--- src/rtl/lut_ff_pipe_array.sv ---
// CHANNELS lanes of a 2-input LUT, each followed by a DEPTH-stage clock-enabled
// register pipeline with a parallel valid pipeline and a saturating output-change counter.
module lut_ff_pipe_array #(
    parameter int         CHANNELS  = 3,
    parameter int         DEPTH     = 2,
    parameter logic [3:0] TRUTH     = 4'hE,
    parameter logic       RESET_VAL = 1'b0,
    parameter int         CNT_WIDTH = 8
) (
    input  logic                 clk,
    input  logic                 rst,
    input  logic                 ce,
    input  logic                 in_valid,
    input  logic [CHANNELS-1:0]  a,
    input  logic [CHANNELS-1:0]  b,
    output logic [CHANNELS-1:0]  o,
    output logic                 out_valid,
    output logic [CNT_WIDTH-1:0] chg_cnt
);

    if (CHANNELS < 1 || CHANNELS > 16) begin : g_bad_channels
        $error("lut_ff_pipe_array: CHANNELS must be within 1..16");
    end
    if (DEPTH < 1 || DEPTH > 8) begin : g_bad_depth
        $error("lut_ff_pipe_array: DEPTH must be within 1..8");
    end
    if (CNT_WIDTH < 1) begin : g_bad_cnt_width
        $error("lut_ff_pipe_array: CNT_WIDTH must be at least 1");
    end

    localparam logic [CNT_WIDTH-1:0] CNT_MAX = {CNT_WIDTH{1'b1}};

    logic [CHANNELS-1:0]  f_s;
    logic [CHANNELS-1:0]  stage_r [DEPTH];
    logic [DEPTH-1:0]     valid_r;
    logic [CHANNELS-1:0]  last_r;
    logic [CNT_WIDTH-1:0] cnt_r;
    logic [CNT_WIDTH-1:0] cnt_nxt_s;

    // Per-lane truth-table lookup indexed by {b,a}
    always_comb begin
        f_s = '0;
        for (int i = 0; i < CHANNELS; i++) begin
            f_s[i] = TRUTH[{b[i], a[i]}];
        end
    end

    // Data and valid pipelines; data stages capture every enabled cycle, valid marks real samples
    always_ff @(posedge clk) begin
        if (rst) begin
            for (int k = 0; k < DEPTH; k++) begin
                stage_r[k] <= {CHANNELS{RESET_VAL}};
            end
            valid_r <= '0;
        end else if (ce) begin
            stage_r[0] <= f_s;
            valid_r[0] <= in_valid;
            for (int k = 1; k < DEPTH; k++) begin
                stage_r[k] <= stage_r[k-1];
                valid_r[k] <= valid_r[k-1];
            end
        end else begin
            for (int k = 0; k < DEPTH; k++) begin
                stage_r[k] <= stage_r[k];
            end
            valid_r <= valid_r;
        end
    end

    // Next counter value: bump on a valid output that differs from the previous one, pinned at max
    always_comb begin
        cnt_nxt_s = cnt_r;
        if (valid_r[DEPTH-1] && (stage_r[DEPTH-1] != last_r) && (cnt_r != CNT_MAX)) begin
            cnt_nxt_s = cnt_r + 1'b1;
        end else begin
            cnt_nxt_s = cnt_r;
        end
    end

    // Last-valid-output tracker and change counter
    always_ff @(posedge clk) begin
        if (rst) begin
            last_r <= {CHANNELS{RESET_VAL}};
            cnt_r  <= '0;
        end else if (ce) begin
            if (valid_r[DEPTH-1]) begin
                last_r <= stage_r[DEPTH-1];
            end else begin
                last_r <= last_r;
            end
            cnt_r <= cnt_nxt_s;
        end else begin
            last_r <= last_r;
            cnt_r  <= cnt_r;
        end
    end

    assign o         = stage_r[DEPTH-1];
    assign out_valid = valid_r[DEPTH-1];
    assign chg_cnt   = cnt_r;

endmodule

--- config.mk ---
export PLATFORM = sky130hd
export DESIGN_NAME = lut_ff_pipe_array
export DESIGN_NICKNAME = d
export VERILOG_FILES = /design/src/rtl/lut_ff_pipe_array.sv
export SDC_FILE = /design/constraint.sdc
export NUM_CORES = 1
export LEC_CHECK = 0
export BUFFER_PORTS_ARGS = -buffer_cell sky130_fd_sc_hd__buf_2
export CAP_MARGIN = 20
export CELL_PAD_IN_SITES_DETAIL_PLACEMENT = 0
export CELL_PAD_IN_SITES_GLOBAL_PLACEMENT = 1
export CORE_ASPECT_RATIO = 0.75
export CORE_MARGIN = 2
export CORE_UTILIZATION = 41
export CTS_CLUSTER_SIZE = 8
export DETAILED_ROUTE_END_ITERATION = 16
export GPL_TIMING_DRIVEN = 0
export PLACE_DENSITY_LB_ADDON = 0.15
export SLEW_MARGIN = 0
export SYNTH_ARGS = -nofsm -noshare
export SYNTH_HDL_FRONTEND = slang
export SYNTH_SLANG_ARGS = --single-unit
--- constraint.sdc ---
create_clock -name clk -period 3.61 [get_ports clk]
set_input_delay 0.361 -clock clk [delete_from_list [all_inputs] [get_ports clk]]
set_output_delay 0.361 -clock clk [all_outputs]
set_load 0.05 [all_outputs]
# Word level (Yosys, flattened, before mapping)
# Memory sizes are Yosys's and may differ from the RTL's.
# Index checks and enable logic that the tools add are counted.
# totals
mem_count	1
ramBits	6
ff_bits	13
input_bits	10
# op_classes
n_mux	18
bitwise_logic	4
eq_ne	2
n_addsub	1
reduce_logical	4
n_lt_le_gt_ge	3
# memory_table
name	words	width	rd	rd_ports_with_merged_regs	wr	line	rtl
stage_r	2	3	2	0	2	34	logic [CHANNELS-1:0] stage_r [DEPTH];
# ops
operator	n
two-way mux 3 bit	4
two-way mux 1 bit	11
< comparator 2 x 3 -> 1 bit, second input constant	3
adder 8 x 1 -> 8 bit, second input constant	1
!= test 8 bit, second input constant	1
binary-select mux 1 bit (select 2 bit)	3
OR 1 bit	4
AND reduction 2 bit	2
!= test 3 bit	1
logical AND 1 bit	2

# Longest topological paths before layout
# Gate-level depths: netlist of the first run.
# depth
depth_word	5
depth_mapped	6

# Worst setup path before layout of the first run
# Ideal clock, no wire load.
# synth_timing
path_kind	reg2reg
start	register cnt_r[3], in the netlist chg_cnt[3]
end	register cnt_r[7], in the netlist chg_cnt[7]
t_required_ps	3539
stages_incl_launch_ff	5
slack_ps	1772
synth_period_minus_slack_ps	1838
arrival_time_ps	1768
n_path_buf	0
setup_time_ps	71
path_cell_list	dfxtp_1 -> nand4_2 -> or2_0 -> or4_1 -> a21oi_1
# synth_via
elab_chain_cells	3
word_cells_on_any_way	4
cone_classes	add/sub (1); eq/ne (1); reduce/logical (2)
# synth_rtl
element	line	rtl
start, declared	37	logic [CNT_WIDTH-1:0] cnt_r;
start signal, assigned	91	cnt_r <= cnt_nxt_s;
start signal, assigned	94	cnt_r <= cnt_r;
branches (longest 3 deep; another with adder 8 x 1 -> 8 bit)	n/a	
# Several ways; the timed one is not identified.
# A chain may end at the register's enable or synchronous reset.

# Final worst setup path of the first run
# layout_timing
start	register cnt_r[0], in the netlist chg_cnt[0]
end	register cnt_r[1], in the netlist chg_cnt[1]
# The elaborated chain is that of the path after synthesis.

==> results of run 1 <==
-- cell usage after synthesis, types with 2 or more instances --
cell type	count	area, um2
xnor2_1	3	26.3
mux2i_1	2	20.0
a21oi_1	10	50.1
dfxtp_1	13	260
inv_1	2	7.51
nand3_1	5	25.0
or3_1	3	18.8
buf_4	4	30.0
and2_1	3	18.8
nor2_1	9	33.8
edfxtp_1	6	180
nand2_1	6	22.5
o21ai_0	4	20.0
o31ai_1	2	15.0
or4_1	4	30.0
nor2b_1	2	12.5
o41ai_1	2	17.5
-- routing by layer --
metal  share of wire  up-vias
met5               0        -
li1                -      379
met3           0.057        2
met4          0.0076        0
met2            0.40       20
met1            0.53      326
-- worst max-delay path, delay by kind of cell (launching register included) --
family / cells / cell delay [ns]
adder cells (fa/ha/maj): 1 / 0.21
AND/OR/NAND/NOR: 1 / 0.55
buffers and inverters: 1 / 0.07
flip-flops: 1 / 0.43
AO/OA/AOI/OAI: 2 / 0.35
-- layout make-up --
| cell class | count | area (um2) |
|---|---|---|
| Buffer | 6 | 38.8 |
| Fill cell | 205 | 977 |
| Timing Repair Buffer | 20 | 100 |
| Sequential cell | 19 | 440 |
| Tap cell | 24 | 30.0 |
| Inverter | 2 | 7.51 |
| Multi-Input combinational cell | 65 | 394 |
| Clock buffer | 4 | 26.3 |
-- report_power, final --
group / internal (mW) / leakage [nW] / switching [mW]
Clock: 0.0429 / 0.0150 / 0.0623
Combinational: 0.0146 / 0.224 / 0.0229
Sequential: 0.228 / 0.170 / 0.00424
-- cell usage in the layout, fill, tap and decap left out, types with 3 or more instances in the layout --
master    instances
or3_1             3
o21ai_0           4
buf_2            21
xnor2_1           3
nand2_1           6
a21oi_1          10
nor2_1            9
dfxtp_1          13
or4_1             4
and2_1            3
clkbuf_4          3
edfxtp_1          6
nand3_1           5
buf_4             4
-- cells by family (layout without fill, tap and decap cells) --
logic type / after synthesis / count (layout)
adder cells (fa/ha/maj): 1 / 1
AND/OR/NAND/NOR: 39 / 39
multiplexers: 3 / 3
AO/OA/AOI/OAI: 19 / 19
flip-flops: 19 / 19
buffers and inverters: 8 / 32
XOR/XNOR: 3 / 3
-- sequential cells by signal (all words and copies together), names as in the netlist --
name	count
valid_r	2
chg_cnt	8
last_r	3
stage_r	6
-- final timing paths --
path           endpoint  startpoint  cells after the start
max          chg_cnt[1]  chg_cnt[0]                      5
min          valid_r[0]    in_valid                      3
max reg2reg  chg_cnt[1]  chg_cnt[0]                      5
min reg2reg   last_r[0]   last_r[0]                      2
==> results by group, run 1 <==
Status
  • Status: finished, final reports clean

Clock network
  • Clock buffer count from CTS: 3
  • Clock-pin slew on the worst setup and hold paths: 0.11 ns
  • Clock latency at the later pin of the worst-skew pair: 0.29 ns
  • Post-cts sizing count: 0
  • Hold-fix buffers, CTS: 0
  • Clock buffer depth: 2
  • Postcts setup bufs: 0
  • TritonCTS clock tree: done
  • H-tree levels: 1
  • CTS Sinks: 19
  • Root buffer cell: clkbuf_4

Pwr
  • Leak pwr: 0.410 nW
  • Worst vdd ir: 338 uV
  • Power consumption: 0.375 mW
  • Pwr Density: 361 mW/mm2

Global route
  • Global route hottest layer: met1
  • Initial antenna violation count: 0
  • Largest net degree at the start of global routing: 11
  • Met1 usage: 0.221
  • First-pass GRT wire length: 2.90 mm
  • Met2 Use GR: 0.211
  • Total GRT Usage: 0.151
  • Vias in the first global route: 641
  • Met3 Use GR: 0.0526
  • Grt total ovfl: 0

Yosys
  • Primary FF master, synth: dfxtp_1
  • Number of synthesized flops with an enable pin: 6
  • Compound-Gate Fraction of Synth Area: 0.126
  • Sequential share of the synthesized area: 0.500
  • Netlist Area Pre-Place: 881 um2
  • Synth Instances: 92
  • Synthesized flop and latch total: 19
  • Mux cell area share after synthesis: 0.0355
  • Fraction of the mapped netlist area in adder cells: 0.0142
  • Synthesized net count: 103
  • Fraction of registers with async set/reset: 0
  • Yosys cell types: 29
  • Xor/xnor share of the synthesized area: 0.0298
  • Post-Synth Simple-Gate Area: 0.241
  • Syn_area_per_cell: 9.57 um2
  • Yosys warnings: 0
  • Combinational family with the most area after synthesis: simple AND/OR/NAND/NOR gates

Detailed routing
  • Wirelength, routed: 1.71 mm
  • DR DRC count: 0
  • Antenna Nets Post-Route: 0
  • Pre-antenna DRT Iters: 4
  • Routed WL per cell: 12.2 um
  • Iteration-0 DRC Markers: 12
  • Via count: 727
  • Via density: 5.19

Worst setup path
  • CP Data Arrival Time: 1.90 ns
  • Critical path peak fanout: 7
  • Crit-path cells: ha_1, inv_1, nor3_1, o21ai_0, a21oi_1
  • Data required time of the worst path: 3.84 ns
  • R2r setup slk: 1.94 ns
  • WS Path Type: reg2reg
  • Critical Path Sink Type: flip-flop
  • Crit path largest cell delay: 0.55 ns
  • CP max stage cell: nor3_1
  • Startpoint types: flip-flop

Flow run
  • Max_cap viols: 0

Final layout
  • Utilization after layout: 0.515
  • Area Growth Syn to Fin: 17.8%
  • Layout Nets: 128
  • Layout Cells excl Fill: 140
  • N_diodes: 0
  • Layout cells sized above 1: 0.284
  • Finished Cell Area: 0.00104 mm2

STA
  • Max Slew Vio Count: 0
  • Actual slew at the worst max-slew pin: 0.639 ns
  • Endpoints failing setup: 0
  • Setup TNS: 0 ns
  • Layout Skew: 0.0125 ns
  • Max_slew headroom: 0.571
  • Min cycle time layout: 1.67 ns
  • WHS: 0.307 ns
  • Final Hold Viols: 0
  • RSZ-0062 raised after global routing: no
  • PnR worst setup slack: 1.94 ns
  • Final period util: 0.462
  • Max Clock Freq: 600 MHz

Placement
  • Post-DP HPWL: 1.28 mm
  • Routability Congestion: 0.757
  • Placed cell areas: 0.00101 mm2
  • Post-place setup slack: 1.99 ns
  • Post-Place Cells: 136
  • IO Port Bufs: 20

Floorplanning
  • Rows: 14
  • CORE AREA: 0.00201 mm2
  • Full die area: 0.00254 mm2
  • IO Pins: 22
  • Chip Height: 44.1 um
  • Die Wd: 57.5 um
  • Starting density of the core: 0.437

Hold path
  • Worst hold path class: in2reg
Power figures use the tool's default switching activity.
==> run 2: changes to the inputs <==
ABC_AREA = 1   (was unset)
CORE_UTILIZATION = 37   (was 41)
clock period = 1.6 ns   (was 3.61 ns; I/O delays follow)
==> run 2 against run 1 <==
Sequential power increased by 130%. Maximum frequency grew 15%. Register-to-register slack lost 1.8 ns.
==> results by group, run 2 <==
Yosys
  • Syn_area_per_cell: 7.35 um2 (-23%)
  • Synth Instances: 134 (+46%)
  • Yosys cell types: 20 (-31%)
  • Fraction of registers with async set/reset: 0 (unchanged)
  • Yosys warnings: 0 (unchanged)
  • Share of the synthesized area in the top cell type: 0.264 (-0.0312)
  • Yosys top cell by area: dfxtp_1
  • Most common cell in the synthesized netlist: nand2_1
  • Synth top area cells: dfxtp_1 (26%), edfxtp_1 (18%), nand2_1 (12%)
  • Synthesized flop and latch total: 19 (unchanged)
  • Synthesized net count: 145 (+41%)
  • Number of synthesized flops with an enable pin: 6 (unchanged)
  • Netlist Area Pre-Place: 985 um2 (+12%)
  • Sequential share of the synthesized area: 0.447 (-0.0527)
  • Primary FF master, synth: dfxtp_1
  • Most instantiated cells after synthesis: nand2_1 (31), nor2_1 (26), inv_1 (23), dfxtp_1 (13), nand3_1 (7)

Worst setup path
  • CP Data Arrival Time: 1.65 ns (-0.25 ns)
  • Critical path peak fanout: 5 (-2)
  • Worst Setup EP: chg_cnt[3]
  • Worst r2r path cells: 8 (+3)
  • WS Path Type: reg2reg
  • Critical Path Sink Type: flip-flop
  • Startpoint types: flip-flop
  • R2r setup slk: 0.16 ns (-1.79 ns)
  • Data required time of the worst path: 1.81 ns (-2.03 ns)
  • RR Endpoint: chg_cnt[3]
  • Worst Setup SP: chg_cnt[0]
  • FF-to-FF Start: chg_cnt[0]

Detailed routing
  • Routed WL per cell: 10.0 um (-18%)
  • Via count: 856 (+18%)
  • Antenna Nets Post-Route: 0 (unchanged)
  • Wirelength, routed: 1.97 mm (+15%)
  • Pre-antenna DRT Iters: 4 (unchanged)
  • Iteration-0 DRC Markers: 33 (+21)
  • DR DRC count: 0 (unchanged)
  • Via density: 4.37 (-16%)

Pwr
  • Comb pwr share: 0.129 (+0.029)
  • Clock network power share: 0.288 (+0.007)
  • Pwr Density: 768 mW/mm2 (+110%)
  • P_int: 0.647 mW (+130%)
  • Sw frac: 0.284 (+0.0453)
  • Leak pwr: 0.556 nW (+36%)
  • Psw: 0.256 mW (+190%)
  • Worst vdd ir: 446 uV (+32%)
  • Sequential Power Share: 0.583 (-0.036)

Clock network
  • Clock-pin slew on the worst setup and hold paths: 0.12 ns (about the same)
  • Post-cts sizing count: 0 (unchanged)
  • Clock latency at the later pin of the worst-skew pair: 0.31 ns (+0.02 ns)
  • Hold-fix buffers, CTS: 0 (unchanged)
  • Clock buffer depth: 2 (unchanged)
  • H-tree levels: 1 (unchanged)
  • Root buffer cell: clkbuf_4
  • TritonCTS clock tree: done
  • CTS Sinks: 19 (unchanged)
  • Postcts setup bufs: 0 (unchanged)
  • Clock buffer count from CTS: 3 (unchanged)

STA
  • Min cycle time layout: 1.44 ns (-0.223 ns)
  • Final Hold Viols: 0 (unchanged)
  • Endpoints failing setup: 0 (unchanged)
  • Max Clock Freq: 692 MHz (+15%)
  • RSZ-0062 raised after global routing: no
  • Max_slew headroom: 0.793 (+0.222)
  • WHS: 0.0729 ns (-0.234 ns)
  • Final period util: 0.903 (+0.441)
  • Layout Skew: 0.00886 ns (-0.00361 ns)
  • Setup TNS: 0 ns (unchanged)
  • Actual slew at the worst max-slew pin: 0.310 ns (-0.329 ns)
  • Max Slew Vio Count: 0 (unchanged)

Global route
  • First-pass GRT wire length: 3.22 mm (+11%)
  • Met1 usage: 0.183 (-0.0376)
  • Global route hottest layer: met2
  • Total GRT Usage: 0.133 (-0.0179)
  • Met3 Use GR: 0.0488 (-0.00379)
  • Largest net degree at the start of global routing: 13 (+2)
  • Grt total ovfl: 0 (unchanged)
  • Vias in the first global route: 726 (+13%)
  • Met2 Use GR: 0.204 (-0.00785)
  • Initial antenna violation count: 0 (unchanged)

Floorplanning
  • Rows: 16 (+2)
  • Full die area: 0.00309 mm2 (+22%)
  • Die Wd: 63.6 um (+11%)
  • Chip Height: 48.7 um (+10%)
  • Starting density of the core: 0.384 (-0.0530)
  • IO Pins: 22 (unchanged)
  • CORE AREA: 0.00256 mm2 (+27%)

Final layout
  • Layout cells sized above 1: 0.256 (-0.0282)
  • Area Growth Syn to Fin: 19.4%
  • Most common cell after layout, fill and taps aside: nand2_1
  • Number of flip-flops in the largest register: 8 (unchanged)
  • Commonest non-fill, non-tap cells in the layout: nand2_1 (31), nor2_1 (26), inv_1 (23)
  • Utilization after layout: 0.459 (-0.0559)
  • Layout Nets: 172 (+34%)
  • N_diodes: 0 (unchanged)

Status
  • Status: finished, final reports clean

Placement
  • IO Port Bufs: 21 (+5.0%)
  • Routability Congestion: 0.786 (+3.9%)
  • Post-DP HPWL: 1.44 mm (+13%)

Hold path
  • Worst hold path class: in2reg

Flow run
  • Max_cap viols: 0 (unchanged)
[run 2: final cells by class]
type                            count  area [um2]
Buffer                              4        27.5
Multi-Input combinational cell     89         439
Tap cell                           36        45.0
Sequential cell                    19         443
Timing Repair Buffer               21         105
Clock buffer                        3        22.5
Fill cell                         286        1390
Clock inverter                      1        7.51
Inverter                           23        86.3
[run 2: per-layer routing]
metal  vias up  share of wire
li1        465              -
met1       369           0.52
met2        20           0.41
met3         2          0.057
met4         0         0.0066
met5         -              0
[run 2: through the flow]
| stage | cell area [um2] | std cells | total power, mW | setup WS (ns) |
|---|---|---|---|---|
| floorplan | 987 | 134 | 0.618 | 0.125 |
| CTS | 1170 | 195 | 0.919 | 0.128 |
| finish | 1180 | 196 | 0.903 | 0.155 |
| global placement | 1140 | 191 | 0.651 | 0.174 |
| detailed placement | 1140 | 191 | 0.654 | 0.158 |
| global route | 1180 | 196 | 0.946 | 0.0000560 |
[run 2: worst max-delay path: stages (launching register included)]
cell	delay, ns
dfxtp_2	0.40
ha_1	0.23
nand2_1	0.10
nor2_2	0.24
a21oi_4	0.12
nand3_1	0.11
nand2_1	0.06
nand2_1	0.06
nor2_1	0.04
[run 2: how the worst min path moves through the flow]
stage | start | to | slack (ns) | depth (start not counted)
4_1_cts | rst | chg_cnt[0] | 0.05 | 2
5_1_grt | rst | chg_cnt[0] | 0.05 | 2
2_1_floorplan | rst | chg_cnt[0] | 0.22 | 1
3_5_place_dp | in_valid | valid_r[0] | 0.40 | 3
6_report | rst | chg_cnt[0] | 0.07 | 2
3_3_place_gp | in_valid | valid_r[0] | 0.39 | 3
[run 2: logic make-up after synthesis]
logic type / Yosys count / synth area share
fa+ha+maj: 1 / 0.0127
simple gates: 76 / 0.352
buf+inv: 27 / 0.116
flops: 19 / 0.447
xor+xnor: 1 / 0.00890
compound gates: 10 / 0.0635
[run 2: power by group through the flow]
stage	Combinational (mW)	Clock (mW)	Sequential [mW]
finish	0.116	0.260	0.526
detailed placement	0.116	0	0.538
global route	0.129	0.288	0.529
floorplan	0.0741	0	0.544
CTS	0.116	0.275	0.527
global placement	0.114	0	0.537
==> run 3: changes to the inputs <==
ABC_AREA = unset   (was 1)
CORE_UTILIZATION = 38   (was 37)
==> run 3 against run 2 <==
Non-clock buffer count is 4 higher. Largest power group unchanged. Die area is 12% lower. Design area is 5.3% lower. Critical path type unchanged.
==> results by group, run 3 (synthesized netlist as in run 1, its figures left out) <==
Pwr
  • Sequential Power Share: 0.614 (+0.031)
  • Comb pwr share: 0.112 (-0.017)
  • Pwr Density: 756 mW/mm2 (-1.5%)
  • Clock network power share: 0.274 (-0.014)
  • Sw frac: 0.235 (-0.0493)
  • Leak pwr: 0.434 nW (-22%)
  • Worst vdd ir: 494 uV (+11%)
  • Power consumption: 0.842 mW (-6.7%)
  • Psw: 0.198 mW (-23%)
  • P_int: 0.645 mW (-0.32%)

Global route
  • Initial antenna violation count: 0 (unchanged)
  • Vias in the first global route: 569 (-22%)
  • Largest net degree at the start of global routing: 11 (-2)
  • First-pass GRT wire length: 2.64 mm (-18%)
  • Grt total ovfl: 0 (unchanged)
  • Total GRT Usage: 0.133 (+0.000493)

Detailed routing
  • Via count: 713 (-17%)
  • Wirelength, routed: 1.67 mm (-15%)
  • Iteration-0 DRC Markers: 20 (-39%)
  • Via density: 4.95 (+13%)
  • Routed WL per cell: 11.6 um (+15%)
  • Pre-antenna DRT Iters: 4 (unchanged)
  • DR DRC count: 0 (unchanged)
  • Antenna Nets Post-Route: 0 (unchanged)

Clock network
  • Hold-fix buffers, CTS: 0 (unchanged)
  • Clock latency at the later pin of the worst-skew pair: 0.29 ns (-0.02 ns)
  • H-tree levels: 1 (unchanged)
  • Root buffer cell: clkbuf_4
  • Clock-pin slew on the worst setup and hold paths: 0.10 ns (-0.02 ns)
  • TritonCTS clock tree: done
  • Clock buffer count from CTS: 3 (unchanged)
  • Clock buffer depth: 2 (unchanged)
  • CTS Sinks: 19 (unchanged)

STA
  • Min cycle time layout: 1.60 ns (+0.153 ns)
  • Actual slew at the worst max-slew pin: 0.574 ns (+0.264 ns)
  • Final period util: 0.999 (+0.0957)
  • Final Hold Viols: 0 (unchanged)
  • Max Clock Freq: 626 MHz (-9.6%)
  • Max_slew headroom: 0.617 (-0.176)
  • Layout Skew: 0.00605 ns (-0.00281 ns)
  • Endpoints failing setup: 0 (unchanged)
  • RSZ-0062 raised after global routing: yes
  • Max Slew Vio Count: 0 (unchanged)

Floorplanning
  • Chip Height: 45.7 um (-6.1%)
  • Die Wd: 59.6 um (-6.3%)
  • CORE AREA: 0.00225 mm2 (-12%)
  • Full die area: 0.00272 mm2 (-12%)
  • Rows: 15 (-1)
  • Starting density of the core: 0.391 (+0.00683)
  • IO Pins: 22 (unchanged)

Final layout
  • Finished Cell Area: 0.00111 mm2 (-5.3%)
  • Area Growth Syn to Fin: 26.4%
  • Most common cell after layout, fill and taps aside: buf_2
  • FILL cells: 222 (-22%)
  • Number of flip-flops in the largest register: 8 (unchanged)
  • N_diodes: 0 (unchanged)
  • Commonest non-fill, non-tap cells in the layout: buf_2 (20), nor2_1 (9), buf_4 (8), a21oi_1 (8)
  • Utilization after layout: 0.494 (+0.0355)
  • Layout cells sized above 1: 0.420 (+0.164)
  • Layout Nets: 131 (-24%)

Flow run
  • Max_cap viols: 0 (unchanged)

Status
  • Status: finished, final reports clean

Worst setup path
  • Startpoint types: flip-flop
  • Critical Path Sink Type: flip-flop
  • CP Data Arrival Time: 1.78 ns (+0.13 ns)
  • WS Path Type: reg2reg
  • Critical path peak fanout: 6 (+1)
  • Data required time of the worst path: 1.78 ns (-0.03 ns)

Hold path
  • Worst hold path class: in2reg

Placement
  • Routability Congestion: 0.665 (-15%)
  • Placed cell areas: 0.00102 mm2 (-9.9%)
  • IO Port Bufs: 20 (-4.8%)
  • Post-DP HPWL: 1.19 mm (-18%)
==> run 3: changes by cell type in the layout (fill, tap and decap cells not counted), sizes merged, moves of 3 or more <==
cell   before  now
xnor2       0    3
nand4       4    1
nand2      33    7
or4         0    4
and2        0    3
inv        23    2
a21oi       5   10
buf        25   28
nor2       28    9
nand3       9    5
or3         0    3
==> run 3: worst paths after layout <==
| kind | start | to | slack, ns | cells after the start |
|---|---|---|---|---|
| max | stage_r[0][5] | chg_cnt[4] | 0.002 | 4 |
| min | rst | chg_cnt[2] | 0.11 | 2 |
| max reg2reg | stage_r[0][5] | chg_cnt[4] | 0.002 | 4 |
| min reg2reg | last_r[0] | last_r[0] | 0.47 | 2 |
==> run 3: metal layers <==
metal | GRT usage | part of all wire | up-vias
li1 | - | - | 383
met3 | 0.0511 | 0.058 | 2
met1 | 0.228 | 0.56 | 311
met4 | 0.0267 | 0.0072 | 0
met5 | 0 | 0 | -
met2 | 0.147 | 0.37 | 17
==> run 3: cell type report <==
class | count | area (um2) | share of cell area
tap | 25 | 31.3 | 0.0281
buffer | 6 | 41.3 | 0.0371
timing repair buffer | 23 | 123 | 0.110
inverter | 2 | 7.51 | 0.00674
clock buffer | 4 | 26.3 | 0.0236
multi-input combinational | 65 | 427 | 0.383
sequential | 19 | 458 | 0.411
==> run 3: worst max-delay path: stages, from the launching register on <==
cell and delay (ns):
edfxtp_1 0.42, xnor2_1 0.15, a31o_2 0.28, or3_4 0.37, mux2_2 0.27
==> run 3: per-stage QoR <==
step	setup WS [ns]	hold slack, ns	cells	TNS (ns)
final	0.00232	0.109	144	0
after global routing	-0.0519	0.112	144	-0.230
after CTS	0.00382	0.0975	143	0
after detailed placement	0.000800	0.405	137	0
after global placement	-0.00485	0.398	137	-0.00845
after floorplan	0.00130	0.219	92	0
==> run 3: power groups by stage <==
stage | clock, mW | sequential, mW | combinational, mW
5_1_grt | 0.260 | 0.519 | 0.103
4_1_cts | 0.244 | 0.521 | 0.0921
3_3_place_gp | 0 | 0.533 | 0.0846
6_report | 0.230 | 0.517 | 0.0946
2_1_floorplan | 0 | 0.535 | 0.0574
3_5_place_dp | 0 | 0.533 | 0.0858
==> run 3: repair_timing <==
item	CTS	global route
hold endpoints to repair	0	0
setup buffers	2	1
setup endpoints to repair	5	8
gates cloned	0	0
gates resized for setup	0	12
pin swaps	0	1
